`src/rtl/mem_arb_pkg.sv`:
```
// Shared widths and types for the two-port memory arbiter.
// Optional round-robin tie-breaking is enabled by defining MEM_ARB_ROUND_ROBIN_EN.
package mem_arb_pkg;

    localparam int ADDR_W = 13;
    localparam int DATA_W = 8;

    typedef enum logic [1:0] {
        IDLE   = 2'b00,
        ACCESS = 2'b01,
        DONE   = 2'b10
    } state_e;

    typedef logic port_t;

    localparam port_t PORT0 = 1'b0;
    localparam port_t PORT1 = 1'b1;

endpackage

```
`src/rtl/mem_arbiter_if.sv`:
```
// Requester and memory-side signals of mem_arbiter; the arbiter uses the slave view,
// the requesters plus memory environment use the master view.
interface mem_arbiter_if;
    import mem_arb_pkg::*;

    logic              req0;
    logic              req1;
    logic              we0;
    logic              we1;
    logic [ADDR_W-1:0] addr0;
    logic [ADDR_W-1:0] addr1;
    logic [DATA_W-1:0] wdata0;
    logic [DATA_W-1:0] wdata1;
    logic              ack0;
    logic              ack1;
    logic [DATA_W-1:0] rdata0;
    logic [DATA_W-1:0] rdata1;
    logic [ADDR_W-1:0] memAddr;
    logic [DATA_W-1:0] memWriteData;
    logic              memWrite;
    logic              memRead;
    logic [DATA_W-1:0] memReadData;
    logic              busy;

    modport slave (
        input  req0, req1, we0, we1, addr0, addr1, wdata0, wdata1, memReadData,
        output ack0, ack1, rdata0, rdata1, memAddr, memWriteData, memWrite, memRead, busy
    );

    modport master (
        output req0, req1, we0, we1, addr0, addr1, wdata0, wdata1, memReadData,
        input  ack0, ack1, rdata0, rdata1, memAddr, memWriteData, memWrite, memRead, busy
    );

endinterface

```
`src/rtl/mem_arb_pick.sv`:
```
// Winner selection for mem_arbiter. With MEM_ARB_ROUND_ROBIN_EN a tie goes to the port
// not served last; otherwise port 0 always wins a tie and 'last' is ignored.
module mem_arb_pick
    import mem_arb_pkg::*;
(
    input  logic  req0,
    input  logic  req1,
    input  port_t last,
    output port_t winner
);

`ifdef MEM_ARB_ROUND_ROBIN_EN
    // Tie resolved against the most recently served port.
    always_comb begin
        winner = PORT0;
        if (req0 && req1) begin
            winner = (last == PORT0) ? PORT1 : PORT0;
        end else if (req1) begin
            winner = PORT1;
        end else begin
            winner = PORT0;
        end
    end
`else
    logic unused_last_s;
    assign unused_last_s = last;

    // Fixed priority: port 0 first.
    always_comb begin
        winner = PORT0;
        if (req0) begin
            winner = PORT0;
        end else if (req1) begin
            winner = PORT1;
        end else begin
            winner = PORT0;
        end
    end
`endif

endmodule

```
`src/rtl/mem_arbiter.sv`:
```
// Two-port single-memory arbiter: IDLE -> ACCESS -> DONE, one access every 3 cycles.
// Define MEM_ARB_ROUND_ROBIN_EN for round-robin tie-breaking (default: port 0 priority).
module mem_arbiter
    import mem_arb_pkg::*;
(
    input  logic         clk,
    input  logic         rst,
    mem_arbiter_if.slave bus
);

    state_e            state_q,     state_d;
    port_t             winner_q,    winner_d;
    logic [ADDR_W-1:0] mem_addr_q,  mem_addr_d;
    logic [DATA_W-1:0] mem_wdata_q, mem_wdata_d;
    logic [DATA_W-1:0] rdata0_q,    rdata0_d;
    logic [DATA_W-1:0] rdata1_q,    rdata1_d;
    logic              mem_write_q, mem_write_d;
    logic              mem_read_q,  mem_read_d;
    logic              ack0_q,      ack0_d;
    logic              ack1_q,      ack1_d;
    logic              busy_q,      busy_d;

    port_t             pick_s;
    port_t             last_s;
    logic              sel_we_s;
    logic [ADDR_W-1:0] sel_addr_s;
    logic [DATA_W-1:0] sel_wdata_s;

`ifdef MEM_ARB_ROUND_ROBIN_EN
    port_t last_q, last_d;

    // The port just completing its access becomes the most recently served one.
    always_comb begin
        last_d = last_q;
        if (state_q == ACCESS) begin
            last_d = winner_q;
        end else begin
            last_d = last_q;
        end
    end

    // Last-served register; after reset port 0 is favoured on a tie.
    always_ff @(posedge clk or posedge rst) begin
        if (rst) begin
            last_q <= PORT1;
        end else begin
            last_q <= last_d;
        end
    end

    assign last_s = last_q;
`else
    assign last_s = PORT1;
`endif

    mem_arb_pick u_pick (
        .req0   (bus.req0),
        .req1   (bus.req1),
        .last   (last_s),
        .winner (pick_s)
    );

    // Route the chosen requester's command towards the latch.
    always_comb begin
        sel_we_s    = bus.we0;
        sel_addr_s  = bus.addr0;
        sel_wdata_s = bus.wdata0;
        if (pick_s == PORT1) begin
            sel_we_s    = bus.we1;
            sel_addr_s  = bus.addr1;
            sel_wdata_s = bus.wdata1;
        end else begin
            sel_we_s    = bus.we0;
            sel_addr_s  = bus.addr0;
            sel_wdata_s = bus.wdata0;
        end
    end

    // Next state and next output-register values; strobes and acks default low.
    always_comb begin
        state_d     = state_q;
        winner_d    = winner_q;
        mem_addr_d  = mem_addr_q;
        mem_wdata_d = mem_wdata_q;
        rdata0_d    = rdata0_q;
        rdata1_d    = rdata1_q;
        mem_write_d = 1'b0;
        mem_read_d  = 1'b0;
        ack0_d      = 1'b0;
        ack1_d      = 1'b0;
        case (state_q)
            IDLE: begin
                if (bus.req0 || bus.req1) begin
                    winner_d    = pick_s;
                    mem_addr_d  = sel_addr_s;
                    mem_wdata_d = sel_wdata_s;
                    mem_write_d = sel_we_s;
                    mem_read_d  = !sel_we_s;
                    state_d     = ACCESS;
                end else begin
                    state_d = IDLE;
                end
            end
            ACCESS: begin
                state_d = DONE;
                // mem_read_q doubles as the latched "this is a read" flag.
                if (winner_q == PORT1) begin
                    ack1_d = 1'b1;
                    if (mem_read_q) begin
                        rdata1_d = bus.memReadData;
                    end else begin
                        rdata1_d = rdata1_q;
                    end
                end else begin
                    ack0_d = 1'b1;
                    if (mem_read_q) begin
                        rdata0_d = bus.memReadData;
                    end else begin
                        rdata0_d = rdata0_q;
                    end
                end
            end
            DONE: begin
                state_d = IDLE;
            end
            default: begin
                state_d = IDLE;
            end
        endcase
        busy_d = (state_d != IDLE);
    end

    // State and output registers.
    always_ff @(posedge clk or posedge rst) begin
        if (rst) begin
            state_q     <= IDLE;
            winner_q    <= PORT0;
            mem_addr_q  <= {ADDR_W{1'b0}};
            mem_wdata_q <= {DATA_W{1'b0}};
            rdata0_q    <= {DATA_W{1'b0}};
            rdata1_q    <= {DATA_W{1'b0}};
            mem_write_q <= 1'b0;
            mem_read_q  <= 1'b0;
            ack0_q      <= 1'b0;
            ack1_q      <= 1'b0;
            busy_q      <= 1'b0;
        end else begin
            state_q     <= state_d;
            winner_q    <= winner_d;
            mem_addr_q  <= mem_addr_d;
            mem_wdata_q <= mem_wdata_d;
            rdata0_q    <= rdata0_d;
            rdata1_q    <= rdata1_d;
            mem_write_q <= mem_write_d;
            mem_read_q  <= mem_read_d;
            ack0_q      <= ack0_d;
            ack1_q      <= ack1_d;
            busy_q      <= busy_d;
        end
    end

    assign bus.memAddr      = mem_addr_q;
    assign bus.memWriteData = mem_wdata_q;
    assign bus.memWrite     = mem_write_q;
    assign bus.memRead      = mem_read_q;
    assign bus.ack0         = ack0_q;
    assign bus.ack1         = ack1_q;
    assign bus.rdata0       = rdata0_q;
    assign bus.rdata1       = rdata1_q;
    assign bus.busy         = busy_q;

endmodule

```
`src/flat_wrapper.sv`:
```
// flat-port wrapper written by rule: the top's interface ports become plain ports
module mem_arbiter_flat import mem_arb_pkg::*;
  (clk, rst, bus_req0, bus_req1, bus_we0, bus_we1, bus_addr0, bus_addr1, bus_wdata0, bus_wdata1, bus_memReadData, bus_ack0, bus_ack1, bus_rdata0, bus_rdata1, bus_memAddr, bus_memWriteData, bus_memWrite, bus_memRead, bus_busy);
  mem_arbiter_if bus_i ();
  input  logic clk;
  input  logic rst;
  input wire logic [$bits(bus_i.req0)-1:0] bus_req0;
  input wire logic [$bits(bus_i.req1)-1:0] bus_req1;
  input wire logic [$bits(bus_i.we0)-1:0] bus_we0;
  input wire logic [$bits(bus_i.we1)-1:0] bus_we1;
  input wire logic [$bits(bus_i.addr0)-1:0] bus_addr0;
  input wire logic [$bits(bus_i.addr1)-1:0] bus_addr1;
  input wire logic [$bits(bus_i.wdata0)-1:0] bus_wdata0;
  input wire logic [$bits(bus_i.wdata1)-1:0] bus_wdata1;
  input wire logic [$bits(bus_i.memReadData)-1:0] bus_memReadData;
  output wire logic [$bits(bus_i.ack0)-1:0] bus_ack0;
  output wire logic [$bits(bus_i.ack1)-1:0] bus_ack1;
  output wire logic [$bits(bus_i.rdata0)-1:0] bus_rdata0;
  output wire logic [$bits(bus_i.rdata1)-1:0] bus_rdata1;
  output wire logic [$bits(bus_i.memAddr)-1:0] bus_memAddr;
  output wire logic [$bits(bus_i.memWriteData)-1:0] bus_memWriteData;
  output wire logic [$bits(bus_i.memWrite)-1:0] bus_memWrite;
  output wire logic [$bits(bus_i.memRead)-1:0] bus_memRead;
  output wire logic [$bits(bus_i.busy)-1:0] bus_busy;
  assign bus_i.req0 = bus_req0;
  assign bus_i.req1 = bus_req1;
  assign bus_i.we0 = bus_we0;
  assign bus_i.we1 = bus_we1;
  assign bus_i.addr0 = bus_addr0;
  assign bus_i.addr1 = bus_addr1;
  assign bus_i.wdata0 = bus_wdata0;
  assign bus_i.wdata1 = bus_wdata1;
  assign bus_i.memReadData = bus_memReadData;
  assign bus_ack0 = bus_i.ack0;
  assign bus_ack1 = bus_i.ack1;
  assign bus_rdata0 = bus_i.rdata0;
  assign bus_rdata1 = bus_i.rdata1;
  assign bus_memAddr = bus_i.memAddr;
  assign bus_memWriteData = bus_i.memWriteData;
  assign bus_memWrite = bus_i.memWrite;
  assign bus_memRead = bus_i.memRead;
  assign bus_busy = bus_i.busy;
  mem_arbiter u_core (.clk(clk), .rst(rst), .bus(bus_i));
endmodule
```
`config.mk`:
```
export PLATFORM = sky130hd
export DESIGN_NAME = mem_arbiter_flat
export DESIGN_NICKNAME = d
export VERILOG_FILES = /design/src/rtl/mem_arb_pkg.sv /design/src/rtl/mem_arbiter_if.sv /design/src/rtl/mem_arb_pick.sv /design/src/rtl/mem_arbiter.sv /design/src/flat_wrapper.sv
export SDC_FILE = /design/constraint.sdc
export NUM_CORES = 1
export LEC_CHECK = 0
export BUFFER_PORTS_ARGS = -buffer_cell sky130_fd_sc_hd__buf_4
export CORE_ASPECT_RATIO = 0.75
export CORE_UTILIZATION = 47
export CTS_BUF_LIST = sky130_fd_sc_hd__clkbuf_2 sky130_fd_sc_hd__clkbuf_4 sky130_fd_sc_hd__clkbuf_8
export CTS_CLUSTER_SIZE = 16
export DETAILED_ROUTE_END_ITERATION = 12
export PLACE_DENSITY = 0.86
export SLEW_MARGIN = 20
export SYNTH_ARGS = -nofsm -noshare
export SYNTH_HDL_FRONTEND = slang
export SYNTH_SLANG_ARGS = --single-unit
```
`constraint.sdc`:
```
create_clock -name clk -period 1.65 [get_ports clk]
set_clock_uncertainty 0.05 [all_clocks]
set_input_delay 0.165 -clock clk [delete_from_list [all_inputs] [get_ports clk]]
set_output_delay 0.165 -clock clk [all_outputs]
set_load 0.02 [all_outputs]
```
==> Yosys cells after proc, flatten, opt, wreduce, memory -nomap -nowiden <==
Index checks and enable logic that the tools add are counted.
{ "op_classes": {"n_eq_ne": 1, "n_mux": 15, "bitwise": 1, "reduce_logical": 7} }
{ "ops": {"columns": ["cell", "count"], "rows": [
  ["$mux W13", 1],
  ["$mux W1", 12],
  ["$mux W8", 1],
  ["$reduce_and A3 Y1", 2],
  ["$pmux W2 S2", 1],
  ["$eq A2 B1 Y1 const B", 1],
  ["$logic_not A2 Y1", 1],
  ["$reduce_and A2 Y1", 1],
  ["$reduce_bool A2 Y1", 1],
  ["$logic_not A1 Y1", 1],
  ["$logic_or A1 B1 Y1", 1],
  ["$not A1 Y1", 1]
]} }
{ "totals": {"regBits": 45, "input_bits": 56, "out_inout_bits": 42, "word_cells": 35} }

==> Depth between registers and ports, before layout <==
Gate-level depths: netlist of the first run.
{ "logic_depth": {"word_depth": 6, "ltp_mapped": 6, "depth_no_buf": 3} }

==> By module <==
From an unflattened synthesis of the first run, not the netlist that was laid out.
{ "hier_totals": {"hier_cells": 125, "area_unflattened_um2": 2097.0} }
{ "modules_own_cells": {"columns": ["module", "instances", "cells_per_inst", "area_per_inst_um2", "seq_area_each_um2"], "rows": [
  ["mem_arbiter", 1, 124, 2083.2, 1126.1],
  ["mem_arb_pick", 1, 1, 13.8, 0.0]
]} }

==> Worst setup path before layout of the first run <==
Ideal clock, no wire load.
{ "synth_path": {"path_type": "reg-to-reg", "startpoint": "register u_core.state_q[0]", "endpoint": "register u_core.rdata0_q[0], in the netlist u_core.bus.rdata0[0]", "setup_ns": 0.125, "t_arrival_ns": 1.195, "required_ns": 1.475, "slack_ns": 0.280, "path_stages_with_launch": 5, "path_buffers": 1, "synth_period_minus_slack_ns": 1.370, "path_cell_list": "dfrtp_1 -> nor2b_4 -> and3b_1 -> buf_6 -> mux2_4"} }
{ "synth_via": {"elab_chain_cells": 2} }
{ "synth_lines": {"columns": ["element", "line", "source"], "rows": [
  ["start, declared", "mem_arbiter.sv:11", "state_e state_q, state_d;"],
  ["start signal, assigned", "mem_arbiter.sv:148", "state_q <= state_d;"],
  ["$eq A2 B1 Y1", "mem_arbiter.sv:91", "case (state_q)"],
  ["$reduce_and A3 Y1 (no source line)", null, null],
  ["end signal, assigned", "mem_arbiter.sv:140", "rdata0_q <= {DATA_W{1'b0}};"],
  ["end signal, assigned", "mem_arbiter.sv:152", "rdata0_q <= rdata0_d;"],
  ["end, declared", "mem_arbiter.sv:15", "logic [DATA_W-1:0] rdata0_q, rdata0_d;"]
]} }
No other way between the ends.
A chain may end at the register's enable or synchronous reset.

==> Worst setup path after layout of the first run <==
Same ends and word-level chain as after synthesis.

==> results of run 1 <==
[sequential cells by signal, summed over array words and instances (netlist names), 2 cells and up]
name / cells
u_core.bus.rdata0: 8
u_core.bus.memWriteData: 8
u_core.bus.memAddr: 13
u_core.bus.rdata1: 8
u_core.state_q: 2
[through the flow]
step                      area, µm²  instances  setup slack [ns]
after global routing           2841        303           0.09976
after detailed placement       2745        294            0.1816
after floorplan                1944        149            0.2795
after CTS                      2841        303            0.1735
final                          2841        303            0.1582
after global placement         2745        294            0.2320
[layout by cell type, fill, tap and decap left out]
cell / instances
clkbuf_4: 1
a21oi_1: 2
a31oi_1: 7
dlygate4sd3_1: 1
a22oi_1: 22
nor2_2: 1
or2_1: 1
and2_1: 1
nor2b_1: 9
and3b_1: 1
nor2b_4: 1
o2bb2ai_1: 14
inv_2: 1
clkbuf_8: 5
nand2b_1: 2
buf_12: 2
nor3b_2: 1
clkinv_2: 2
nor3_1: 1
dfrtp_1: 45
nor2_1: 3
o21ai_1: 1
buf_4: 102
mux2_4: 8
inv_1: 1
mux2_2: 8
nand3_2: 1
o21ai_0: 7
[final timing paths]
check / end / cells after the start
worst min register to register: u_core.bus.memAddr[9] / 1
worst max-delay path: u_core.bus.rdata0[0] / 4
worst max register to register: u_core.bus.rdata0[0] / 4
min in group asynchronous: u_core.bus.memAddr[4] / 4
worst min-delay path: u_core.bus.memWriteData[6] / 3
max in group asynchronous: u_core.bus.busy / 4
[routing by layer]
layer | vias up | routed length [µm]
met1 | 804 | 2117
met2 | 69 | 2377
met3 | 4 | 347
li1 | 756 | -
met4 | 0 | 34
met5 | - | 0
[layout make-up]
| type | instances | area, µm² | area share |
|---|---|---|---|
| inverters | 2 | 7.507 | 0.002642 |
| well taps | 52 | 65.06 | 0.02290 |
| clock inverters | 2 | 10.01 | 0.003523 |
| flip-flops and latches | 45 | 1126 | 0.3963 |
| multi-input cells | 91 | 740.7 | 0.2607 |
| clock buffers | 6 | 76.32 | 0.02686 |
| repair buffers | 105 | 815.8 | 0.2871 |
[power groups by stage]
stage	clock network [mW]	registers [mW]	logic [mW]
2_1_floorplan	0	2.54	0.975
3_5_place_dp	0	1.99	2.69
6_report	0.669	1.99	2.66
5_1_grt	0.737	2.06	2.84
4_1_cts	0.674	1.99	2.68
3_3_place_gp	0	1.99	2.61
[repair_timing]
item / CTS / global route
hold buffers: 1 / 0
endpoints found under the setup margin: 0 / 0
hold endpoints to repair: 45 / 0
[kinds of logic (layout without fill, tap and decap cells)]
| group | after synthesis | in the layout | synth area share |
|---|---|---|---|
| AOI/OAI and AO/OA | 53 | 53 | 0.1963 |
| DFF | 45 | 45 | 0.5792 |
| and+or+nand+nor | 22 | 22 | 0.07658 |
| muxes | 16 | 16 | 0.1081 |
| buffers and inverters | 13 | 115 | 0.03989 |
[cell usage after synthesis]
library cell	number	area (µm²)
mux2_2	8	90.09
buf_4	2	15.01
mux2_4	8	120.1
nand2b_1	2	12.51
nand3_2	1	10.01
nor2b_1	9	56.30
a31oi_1	7	43.79
o21ai_0	7	35.03
a22oi_1	22	165.2
inv_1	2	7.510
dfrtp_1	45	1126
clkbuf_1	2	7.510
nor2_2	1	6.260
buf_2	5	25.02
nor2b_4	1	13.76
or2_1	1	6.260
o21ai_1	1	5.000
and2_1	1	6.260
nor3b_2	1	12.51
a21oi_1	2	10.01
and3b_1	1	8.760
buf_6	2	22.52
nor2_1	3	11.26
o2bb2ai_1	14	122.6
nor3_1	1	5.000
[worst max-delay path, stage by stage (launching register included)]
cell and delay, ns:
dfrtp_1 0.45, nor2b_4 0.22, and3b_1 0.22, buf_12 0.15, mux2_4 0.30
==> metrics.md, run 1 <==
| Metric | Value |
|---|---|
| Status | complete, no violations |
| Reg clk slew, reported paths | 0.08 ns |
| Gr busiest metal | met2 |
| Register share of total power | 0.374 |
| Final #Nets | 306 |
| TritonCTS clock tree | yes |
| Setup CP Type | reg -> reg |
| Clock tree sinks | 45 |
| Synth warn | 0 |
| Power Internal | 3.228 mW |
| H-tree depth | 2 |
| CP Launch Type | flip-flop |
| Fin crit share | 0.9041 |
| Initial antenna violation count | 0 |
| Post-Route Utilization | 0.7470 |
| Yosys reg bits | 45 |
| Sw Share | 0.3933 |
| Bufs on Longest Clock Path | 2 |
| Sequential area share after synthesis | 0.5792 |
| Syn avg cell area | 13.05 µm² |
| RSZ-0062 raised after global routing | no |
| Resized cells post-CTS | 0 |
| Met1 Usage GRT | 0.3166 |
| Max-Cap Viols | 0 |
| Die extent in y | 57.70 µm |
| Clock power share | 0.126 |
| Flop2flop setup slack | 0.16 ns |
| Worst Setup End Kind | flip-flop |
| GRT Util Overall | 0.2408 |
| RePlAce Congestion | 0.7396 |
| Final ANT Viol Nets | 0 |
| Total power | 5.320 mW |
| Leak Pwr | 1.364 nW |
| Post-Syn Instances | 149 |
| Min-delay worst type | in -> reg |
| Die area | 4401 µm² |
| Slew Limit Headroom | 0.6485 |
| Peak Freq | 670.3 MHz |
| Residual DRC | 0 |
| # Post-CTS Setup Buffers | 0 |
| Mapped cell area | 1944 µm² |
| Met2 global-route usage | 0.4003 |
| CP max FO | 8 |
| PwrDens | 1872 nW/µm² |
| Layout area overhead | 46.14% |
| Core Area | 3804 µm² |
| Setup tns final | 0 ns |
| Syn Nets | 205 |
| Minimum clock period | 1.492 ns |
| N_diodes | 0 |
| Later-pin clock latency in the skew report | 0.29 ns |
| Overflow left after global routing | 0 |
| Detailed Place HPWL | 3.581 mm |
| Number of global-route vias before repair | 1685 |
| Final WL | 4.875 mm |
| Slew @ Worst Pin | 0.5249 ns |
| CP arrival | 1.62 ns |
| Yosys cell types | 25 |
| Worst R2R Start | u_core.state_q[0] |
| Sw Pwr | 2.093 mW |
| Hold path startpoint | bus_wdata0[6] |
| Largest net degree at the start of global routing | 46 |
| Pre-antenna DRT Iters | 4 |
| Share of cells above drive strength 1 | 0.5299 |
| DR vias/cell | 5.389 |
| Fill cell count | 279 |
| Peak VDD IR | 1.046 mV |
| Drt wl/cell | 16.09 µm |
| Die width | 76.27 µm |
| # setup viols final | 0 |
| Combinational Power Share | 0.500 |
| Worst path required time | 1.78 ns |
| First-pass GRT wire length | 8.190 mm |
| DR iter-0 viols | 157 |
| IO buf count | 97 |
| CP startpoint | u_core.state_q[0] |
| TritonCTS buffer count | 5 |
| Row cnt | 19 |
| M3 GR Usage | 0.07402 |
| Num ports | 98 |
| Fin. Hold Viols | 0 |
| Initial Utilization | 0.5112 |
| Via count | 1633 |
| Final hold slack | 0.04833 ns |
| Slew Viols, Final | 0 |
| Root Driver | clkbuf_8 |
Power figures use the tool's default switching activity.
==> run 2, diff against run 1 <==
GPL_ROUTABILITY_DRIVEN = 1   (was not set)
SETUP_SLACK_MARGIN = 0.3   (was not set)
==> metrics.md, run 2 (synthesized netlist as in run 1, its figures left out) <==
| Metric | Value |
|---|---|
| Worst Setup End Kind | flip-flop |
| Worst stage delay on the critical path | 0.45 ns |
| Max-Cap Viols | 0 |
| Fin crit share | 0.8457 |
| Post-Route Utilization | 0.7641 |
| Largest net degree at the start of global routing | 46 |
| Pre-antenna DRT Iters | 4 |
| Die extent in y | 57.70 µm |
| TritonCTS clock tree | yes |
| Leak Pwr | 1.396 nW |
| First-pass GRT wire length | 8.376 mm |
| Setup tns final | 0 ns |
| Commonest non-fill, non-tap cell in the layout | buf_4 |
| Peak VDD IR | 1.063 mV |
| Later-pin clock latency in the skew report | 0.29 ns |
| Peak Freq | 716.7 MHz |
| Register area | 1129 µm² |
| CP max FO | 8 |
| Residual DRC | 0 |
| Critical-path cell list | nor2b_4 > and3b_2 > buf_12 > mux2_4 |
| RSZ-0062 raised after global routing | yes |
| Root Driver | clkbuf_8 |
| Min-delay worst type | in -> reg |
| WP buf/inv | 1 |
| Num ports | 98 |
| Status | complete, no violations |
| Area of the multi-input gates | 754.5 µm² |
| CP arrival | 1.52 ns |
| PwrDens | 1889 nW/µm² |
| GRT Util Overall | 0.2457 |
| Via count | 1647 |
| Die width | 76.27 µm |
| Minimum clock period | 1.395 ns |
| Max reg flops | 13 |
| Setup CP Type | reg -> reg |
| Fill cell count | 271 |
| Initial antenna violation count | 0 |
| Core Area | 3804 µm² |
| Final ANT Viol Nets | 0 |
| Slew @ Worst Pin | 0.3614 ns |
| Initial Utilization | 0.5112 |
| Most frequent cells in the layout | buf_4, dfrtp_1, a22oi_1 |
| IO buf count | 97 |
| DR vias/cell | 5.330 |
| Die area | 4401 µm² |
| Layout area overhead | 49.49% |
| H-tree depth | 2 |
| Bufs on Longest Clock Path | 2 |
| Slew Viols, Final | 0 |
| Fin. Hold Viols | 0 |
| RePlAce Congestion | 0.7396 |
| Worst path required time | 1.78 ns |
| Final #Nets | 312 |
| CP max stage cell | dfrtp_2 |
| Share of cells above drive strength 1 | 0.5603 |
| Reg clk slew, reported paths | 0.08 ns |
| # setup viols final | 0 |
| Slew Limit Headroom | 0.7588 |
| Number of global-route vias before repair | 1713 |
| Row cnt | 19 |
| TritonCTS buffer count | 5 |
| Drt wl/cell | 15.90 µm |
| Clock tree sinks | 45 |
| N_diodes | 0 |
| Detailed Place HPWL | 3.581 mm |
| Final WL | 4.912 mm |
| CP top delay family | flip-flops |
| Final hold slack | 0.05395 ns |
| CP Launch Type | flip-flop |
| Overflow left after global routing | 0 |
| DR iter-0 viols | 140 |
==> run 2: cell count changes in the layout (fill, tap and decap cells not counted), sizes merged <==
cell / change
buf: +6
==> run 2: final timing paths <==
path                                       startpoint                         end  slack [ns]  depth (start not counted)
worst max-delay path                u_core.state_q[1]        u_core.bus.rdata0[0]        0.25                          4
worst min-delay path                    bus_wdata0[4]  u_core.bus.memWriteData[4]        0.05                          3
worst max register to register      u_core.state_q[1]        u_core.bus.rdata0[0]        0.25                          4
worst min register to register  u_core.bus.memAddr[9]       u_core.bus.memAddr[9]        0.45                          1
max in group asynchronous                         rst           u_core.state_q[1]        0.91                          4
min in group asynchronous                         rst       u_core.bus.memAddr[4]        0.41                          4
==> run 2: layout make-up <==
cell class / count / area share
Tap cell: 52 / 0.02238
Clock inverter: 2 / 0.003444
Multi-Input combinational cell: 91 / 0.2596
Timing Repair Buffer: 111 / 0.2975
Sequential cell: 45 / 0.3883
Inverter: 2 / 0.002583
Clock buffer: 6 / 0.02626
==> run 2: what timing repair did <==
item                       CTS  global route
resized for setup            3            11
pin swaps                    1             8
buffers inserted             4             2
hold endpoints to repair    45             0
setup endpoints to repair   33            37
hold buffers                 1             0
==> run 2: metrics by stage <==
step | instances | worst slack (ns) | power, mW | cell area, µm²
finish | 309 | 0.2547 | 5.490 | 2907
global route | 309 | 0.2268 | 5.820 | 2907
CTS | 307 | 0.2402 | 5.429 | 2883
detailed placement | 294 | 0.1816 | 4.674 | 2745
global placement | 294 | 0.2320 | 4.597 | 2745
floorplan | 149 | 0.2795 | 3.518 | 1944
==> run 2: report_power, final <==
group          switching [mW]  internal, mW
Combinational            1.42          1.41
Clock                   0.361         0.310
Sequential              0.350          1.63
==> run 2: layer usage <==
metal | share of wire | up-vias | track usage
met4 | 0.0069 | 0 | 0.05220
met1 | 0.43 | 804 | 0.3218
met2 | 0.50 | 75 | 0.4118
met5 | 0 | - | 0
li1 | - | 764 | -
met3 | 0.068 | 4 | 0.07402
==> run 2: worst min-delay path, stage by stage <==
cell     delay, ns
buf_4         0.08
a22oi_1       0.04
o21ai_1       0.07
==> run 3, diff against run 2 <==
CORE_UTILIZATION = 42   (was 47)
PLACE_DENSITY = 0.82   (was 0.86)
clock period = 1.15 ns   (was 1.65 ns; I/O delays follow)
==> metrics.md, run 3 (synthesized netlist as in run 1, its figures left out) <==
| Metric | Value |
|---|---|
| Core Area | 4441 µm² |
| Critical-path cell list | nor2b_4 > buf_4 > nand3_4 > mux2_4 |
| Failing checks | hold timing, setup timing |
| Largest net degree at the start of global routing | 46 |
| DR iter-0 viols | 80 |
| Final #Nets | 334 |
| Share of cells above drive strength 1 | 0.6057 |
| Drt wl/cell | 17.04 µm |
| DR vias/cell | 5.256 |
| Initial Utilization | 0.4379 |
| Initial antenna violation count | 0 |
| TritonCTS buffer count | 5 |
| # hold bufs at CTS | 1 |
| Die width | 80.57 µm |
| Residual DRC | 0 |
| Bufs on Longest Clock Path | 2 |
| Leak Pwr | 1.594 nW |
| Min-delay worst type | in -> reg |
| Slew Viols, Final | 0 |
| Minimum clock period | 1.387 ns |
| Commonest non-fill, non-tap cell in the layout | buf_4 |
| RePlAce Congestion | 0.7169 |
| Hold path startpoint | bus_wdata0[4] |
| H-tree depth | 2 |
| Detailed Place HPWL | 3.482 mm |
| Peak Freq | 721.0 MHz |
| Fill cell count | 291 |
| Total power | 9.402 mW |
| Slew Limit Headroom | 0.7245 |
| CP arrival | 1.52 ns |
| CP Launch Type | flip-flop |
| Pre-antenna DRT Iters | 4 |
| Max-Cap Viols | 0 |
| PwrDens | 2820 nW/µm² |
| Area of the multi-input gates | 803.3 µm² |
| GRT Util Overall | 0.2234 |
| First-pass GRT wire length | 7.962 mm |
| Setup WS post-layout | -0.2369 ns |
| Most frequent cells in the layout | buf_4, buf_6, dfrtp_1 |
| Number of global-route vias before repair | 1659 |
| Die extent in y | 60.93 µm |
| Setup tns final | -6.748 ns |
| Peak VDD IR | 1.522 mV |
| Root Driver | clkbuf_8 |
| Status | finished with violations |
| Fin crit share | 1.206 |
| Final hold slack | -0.01092 ns |
| Worst Setup End Kind | flip-flop |
| Row cnt | 21 |
| N_diodes | 0 |
| Worst R2R Start | u_core.state_q[1] |
| Reg clk slew, reported paths | 0.08 ns |
| Num ports | 98 |
| Final ANT Viol Nets | 0 |
| Overflow left after global routing | 0 |
| TritonCTS clock tree | yes |
| Final WL | 5.726 mm |
| # setup viols final | 42 |
| Layout area overhead | 71.49% |
| CP max FO | 8 |
| IO buf count | 97 |
| Register area | 1127 µm² |
| Die area | 4908 µm² |
| Fin. Hold Viols | 3 |
| Setup CP Type | reg -> reg |
| Max reg flops | 13 |
| Worst path required time | 1.29 ns |
| Worst stage delay on the critical path | 0.43 ns |
| Via count | 1766 |
| Slew @ Worst Pin | 0.4132 ns |
| CP startpoint | u_core.state_q[1] |
| RSZ-0062 raised after global routing | yes |
| CP max stage cell | dfrtp_2 |
| Clock tree sinks | 45 |
| Later-pin clock latency in the skew report | 0.30 ns |
run 3: worst max-delay path, delay by kind of cell (launching register included):
kind | cells | cell delay, ns
flops | 1 | 0.43
mux | 1 | 0.35
simple gates | 2 | 0.29
buf+inv | 1 | 0.14
run 3: metrics by stage:
stage | cells | area, µm² | setup WS (ns) | utilization | hold WS [ns]
4_1_cts | 326 | 3234 | -0.2172 | 0.7284 | -0.01149
6_report | 336 | 3334 | -0.2369 | 0.7509 | -0.01092
3_5_place_dp | 306 | 2838 | -0.2227 | 0.6391 | 0.1454
3_3_place_gp | 306 | 2838 | -0.2010 | 0.6391 | 0.1387
5_1_grt | 336 | 3334 | -0.2786 | 0.7509 | -0.003853
2_1_floorplan | 149 | 1966 | -0.2201 | - | 0.07556
run 3: timing repair:
action                                 in CTS  in global routing
setup buffers                              11                 10
setup endpoints to repair                  85                 86
pin swaps                                   1                  2
endpoints found under the hold margin      61                  4
gates resized for setup                    53                  5
run 3: final cells by class:
cell class | instances | share of cell area
inverter | 2 | 0.003377
clock inverter | 1 | 0.001501
sequential | 45 | 0.3381
multi-input combinational | 91 | 0.2409
tap | 57 | 0.02139
clock buffer | 7 | 0.02889
timing repair buffer | 133 | 0.3659
run 3: final timing paths:
path | slack (ns) | cells past startpoint | to
worst min-delay path | -0.01 | 3 | u_core.bus.memWriteData[4]
max in group asynchronous | 0.46 | 4 | u_core.state_q[1]
worst max register to register | -0.24 | 4 | u_core.bus.rdata1[2]
worst min register to register | 0.42 | 1 | u_core.state_q[1]
worst max-delay path | -0.24 | 4 | u_core.bus.rdata1[2]
min in group asynchronous | 0.37 | 4 | u_core.bus.rdata1[1]
run 3: power by group:
part           leakage, nW  internal [mW]  total, mW  switching (mW)
clock               0.0542          0.543       1.07           0.526
sequential           0.550           2.35       2.97           0.622
combinational        0.989           3.04       5.37            2.33
run 3: layer usage:
layer | up-vias | routed length [µm] | global-route usage
met4 | 0 | 122 | 0.1097
met5 | - | 0 | 0
li1 | 819 | - | -
met2 | 83 | 3107 | 0.4068
met1 | 854 | 2119 | 0.2550
met3 | 10 | 376 | 0.04662
